==> src/rtl/led_pattern_checker_timer.sv <==
// Saturating cycle counter measuring the time since the last LED change.
// o_interval is the step interval a change seen now would measure (count + 1,
// saturating); o_saturated is high while the count sits at all-ones.
module interval_timer #(
    parameter int NB_COUNTER = 16
) (
    input  logic                  i_clock,
    input  logic                  i_reset,
    input  logic                  i_clear,
    output logic [NB_COUNTER-1:0] o_count,
    output logic [NB_COUNTER-1:0] o_interval,
    output logic                  o_saturated
);

    localparam logic [NB_COUNTER-1:0] CNT_MAX = '1;

    logic [NB_COUNTER-1:0] r_count;

    // Count cycles since the last clear, holding at all-ones.
    always_ff @(posedge i_clock or negedge i_reset) begin
        if (!i_reset) begin
            r_count <= '0;
        end else if (i_clear) begin
            r_count <= '0;
        end else if (r_count != CNT_MAX) begin
            r_count <= r_count + NB_COUNTER'(1);
        end
    end

    assign o_count     = r_count;
    assign o_saturated = (r_count == CNT_MAX);
    assign o_interval  = o_saturated ? CNT_MAX : (r_count + NB_COUNTER'(1));

endmodule

==> config.mk <==
export PLATFORM = sky130hd
export DESIGN_NAME = interval_timer
export DESIGN_NICKNAME = d
export VERILOG_FILES = /design/src/rtl/led_pattern_checker_timer.sv
export SDC_FILE = /design/constraint.sdc
export NUM_CORES = 1
export LEC_CHECK = 0
export ABC_AREA = 1
export CAP_MARGIN = 10
export CORE_UTILIZATION = 40
export CTS_BUF_LIST = sky130_fd_sc_hd__clkbuf_8
export DETAILED_ROUTE_END_ITERATION = 16
export PLACE_DENSITY = 0.83
export SLEW_MARGIN = 0
export SYNTH_ARGS = -nofsm -noshare
export SYNTH_HDL_FRONTEND = slang
export SYNTH_SLANG_ARGS = --single-unit
export TNS_END_PERCENT = 20
==> constraint.sdc <==
create_clock -name i_clock -period 2.4 [get_ports i_clock]
set_input_delay 0.6 -clock i_clock [delete_from_list [all_inputs] [get_ports i_clock]]
set_output_delay 0.6 -clock i_clock [all_outputs]
set_load 0.005 [all_outputs]
* Yosys cells after proc, flatten, opt, wreduce, memory -nomap -nowiden *
Cells that the tools add are included.
Widths: inputs -> output; s select.

word-level totals
  bits in registers = 16
  word-level logic and storage cells = 8
  input port bits = 3
  output and inout port bits = 33

cells by class
  $add $sub $neg = 1
  multiplexer cells = 3
  equal/unequal tests = 2
  reductions and logical operators = 1

operators with widths
  cell                   count
  $mux 16                3
  $add 16x1->16 const B  1
  $eq 16x16->1 const B   1
  $ne 16x16->1 const B   1
  $reduce_bool 2->1      1

* Depth between registers and ports, before layout *
  depth in word-level cells = 3
  mapped depth = 8
  mapped depth without buffers = 8

* Least setup slack after synthesis *
Ideal clock, no wire load.

  path kind = reg-to-output
  from = reg r_count[0], in the netlist o_count[0]
  to = out o_interval[10]
  buffers on the path = 1
  path slack = 513 ps
  data arrival time = 1287 ps
  cell stages (with the launch flop) = 7
  data required time = 1800 ps
  path through = dfrtp_1 ha_1 nand3_2 inv_2 nand4_1 buf_4 nand2_1

between the ends
  longest elaborated chain between the ends = 2
  elaborated cells on any way between the ends = 3
  those cells by class = 1 x add/sub; 1 x eq/ne; 1 x mux

RTL lines
  item                                                  RTL line  source
  start: declaration                                    17        logic [NB_COUNTER-1:0] r_count;
  start signal: assignment                              26        r_count <= r_count + NB_COUNTER'(1);
  $add 16x1->16 / $eq 16x16->1 (equally long branches)  32, 31
  $mux 16 (*)                                           32        assign o_interval = o_saturated ? CNT_MAX : (r_count + NB_COUNTER'(1));
  end: declaration                                      11        output logic [NB_COUNTER-1:0] o_interval,

Mark *: on every way between the ends. The rest lies on a longest branch, timed or not.

* Worst setup path after layout *
  from = reg r_count[1], in the netlist o_count[1]
  to = out o_interval[14]

The elaborated chain is that of the path after synthesis.

==> impl_metrics.tcl <==
set metrics [dict create \
    run_status "finished with violations" \
    failing_checks "negative setup slack" \
    ys_ff_latch 16 \
    num-nets-final 197 \
    synth-async-reset-ratio_pct 100 \
    netlist.top_cell.by_area "dfrtp_1" \
    timing.critical_path.slowest_cell_delay_ps 490 \
    chipHeight_um 53.5 \
    grt_overflow 0 \
    num_io_pins 36 \
    synthCells 148 \
    largest_register_ffs 16 \
    synth-edff-count 0 \
    finalMaxSlewViolations 0 \
    cts_max_level 1 \
    syn-mean-instance-area_um2 7.17 \
    timing.setup.tns_ps -592 \
    cp_cell_sequence "ha_2 -> nand3_4 -> inv_4 -> nand4_1 -> buf_4 -> nand2_1 -> clkdlybuf4s50_1" \
    cts_buffers 3 \
    grt_antenna_before_repair 0 \
    port_buffers 35 \
    grt.busiest_layer "met2" \
    antenna-diode-count 0 \
    max-cap-violations 0 \
    postSynthNetCount 152 \
    cts_buffer_depth 2 \
    pnr_total_power_uw 538 \
    vias_per_cell 5.03 \
    root_buffer "clkbuf_8" \
    tritoncts_num_sinks 16 \
    dp_hpwl_um 2000 \
    static-leakage-power_nw 0.833 \
    floorplan.die.width_um 53.5 \
    worst_slack_ps -112 \
    timing_hold_violations_final 0 \
    synth_cell_types 22 \
    clock_insertion_delay_worst_skew_ps 250 \
    synth.top_cell.area_share_pct 37.7 \
    placed_cell_area_um2 1460 \
    worst_path_dominant_cell_family "buffers and inverters" \
    most_used_standard_cells_in_the_synthesized_netlist "nand2_1, nand3_1, dfrtp_1" \
    hold_path_class "reg2reg" \
    worst-endpoint-arrival_ps 1910 \
    timing.setup.critical_path_class "reg2out" \
    routed-via-count 1111 \
    netlist_top_cells_area "dfrtp_1, nand2_1, nand3_1" \
    drt_first_iter_violations 27 \
    grt_pass1_wl_um 4350 \
    post-route-drc-count 0 \
    rsz_0062_raised_after_global_routing "yes" \
    grt_use_total_pct 21.2 \
    drt_pre_antenna_iters 4 \
    rows 18 \
    placeableCoreArea_um2 2500 \
    synth.most_common_cell "nand2_1" \
    grt_start_max_net_pins 17 \
    route.antenna.remaining_nets 0 \
    netlist_area_um2 1060 \
    dominantRegCellSynth "dfrtp_1" \
    preCtsSetupSlack_ps 90.1 \
    fmax_mhz 398 \
    critPathMaxFanout 6 \
    start_util_pct 42.4 \
    actual_slew_at_the_worst_max_slew_pin_ps 749 \
    finalWirelength_um 2830 \
    grt_util_met2_pct 35.6 \
    worst_setup_hold_path_clk_slew_ps 60 \
    final.hold.worst_slack_ps 656 \
    clock_skew_ps 3.41 \
    grt_use_met3_pct 2.87 \
    required_ps 1800 \
    crit_path_end_kind "output pin" \
    timing.critical_path.from_type "flip-flop" \
    grt_pass1_vias 1028 \
    synth.yosys.warnings 0 \
    seq_area_frac_synth_pct 37.7 \
    area_growth_syn_to_layout_pct 48.0 \
    setup_viols_final 6 \
    cts_hold_buf 0 \
    fp.dieArea_um2 2860 \
    critical-path-slowest-cell "clkdlybuf4s50_1" \
    clock_tree_from_tritoncts "built" \
    final_instance_area_um2 1570 \
    powerDensity_nw_per_um2 343 \
    place.gp.congestion 0.919 \
    post_route_cells_drive_above_1_share_pct 19.9 \
    globalRouteMet1Util_pct 26.1 \
    peakVddDrop_mv 0.248 \
    fillers 215 \
    routed_wire_length_per_instance_um 12.8 \
    cp.buffers_inverters 3 \
    final.period_utilization_pct 105 \
    maxSlewHeadroom_pct 49.9 \
    fin_crit_ps 2510 \
]
worst paths after layout:
kind	start	end	slack, ps	depth (start not counted)
max reg2reg	o_count[1]$_DFFE_PN0P_	o_count[0]$_DFFE_PN0P_	930	8
min	o_count[8]$_DFFE_PN0P_	o_count[8]$_DFFE_PN0P_	660	3
min in group asynchronous	i_reset	o_count[12]$_DFFE_PN0P_	800	1
min reg2reg	o_count[8]$_DFFE_PN0P_	o_count[8]$_DFFE_PN0P_	660	3
max	o_count[1]$_DFFE_PN0P_	o_interval[14]	-110	7
max in group asynchronous	i_reset	o_count[9]$_DFFE_PN0P_	1090	1
power breakdown:
| part | total [mW] | internal (mW) | leakage (nW) | switching (mW) |
|---|---|---|---|---|
| Combinational | 0.0564 | 0.0296 | 0.597 | 0.0268 |
| Sequential | 0.278 | 0.274 | 0.214 | 0.00441 |
| Clock | 0.203 | 0.111 | 0.0216 | 0.0918 |
| Total | 0.538 | 0.415 | 0.833 | 0.123 |
cell type report:
cell class | count | area (um2) | area share, %
clock buffer | 3 | 41.3 | 2.63
inverter | 13 | 51.3 | 3.27
multi-input combinational | 116 | 631 | 40.2
sequential | 16 | 405 | 25.8
tap | 30 | 37.5 | 2.39
timing repair buffer | 43 | 404 | 25.7
layer usage:
layer / up-vias / part of all wire (%)
li1: 560 / -
met1: 506 / 45
met2: 41 / 48
met3: 4 / 5.3
met4: 0 / 1.1
met5: - / 0
cells in the final DEF, fill, tap and decap left out, types with 2 or more instances in the layout:
| cell | count |
|---|---|
| nand2_1 | 51 |
| clkdlybuf4s50_1 | 24 |
| nand3_1 | 17 |
| inv_1 | 12 |
| dfrtp_1 | 12 |
| dlygate4sd2_1 | 10 |
| nor2_1 | 7 |
| buf_4 | 7 |
| xnor2_1 | 5 |
| o21ai_0 | 5 |
| nand2_2 | 4 |
| nor2_4 | 4 |
| nand4_1 | 4 |
| nor2_2 | 4 |
| dfrtp_2 | 4 |
| or2_2 | 3 |
| clkbuf_8 | 3 |
| o21ai_1 | 2 |
| nand2_4 | 2 |
| xor2_1 | 2 |
stage by stage:
step | instances | util [%]
2_1_floorplan | 148 | -
3_3_place_gp | 214 | 58.3
3_5_place_dp | 214 | 58.3
4_1_cts | 218 | 61.0
5_1_grt | 221 | 62.8
6_report | 221 | 62.8
what timing repair did:
| item | CTS | global route |
|---|---|---|
| endpoints found under the hold margin | 0 | 0 |
| pin swaps | 3 | 3 |
| gates resized for setup | 20 | 11 |
| endpoints found under the setup margin | 17 | 8 |
| setup buffers | 1 | 3 |
worst register-to-register path, stage by stage (launching register included):
cell and delay [ps]:
dfrtp_1 360, ha_2 220, nand3_4 120, inv_4 100
nand4_1 130, buf_6 170, buf_4 130, nand3_1 50
o21ai_0 80
kinds of logic (layout without fill, tap and decap cells):
group	Yosys count	in the layout	share of synthesized area [%]
xor gates and xnor gates	7	7	5.78
DFF	16	16	37.7
buffers and inverters	16	59	6.72
adders and majority gates	1	1	1.18
and+or+nand+nor	98	98	43.0
AOI/OAI and AO/OA	10	10	5.54
No activity file was read; power rests on OpenSTA's default activity.
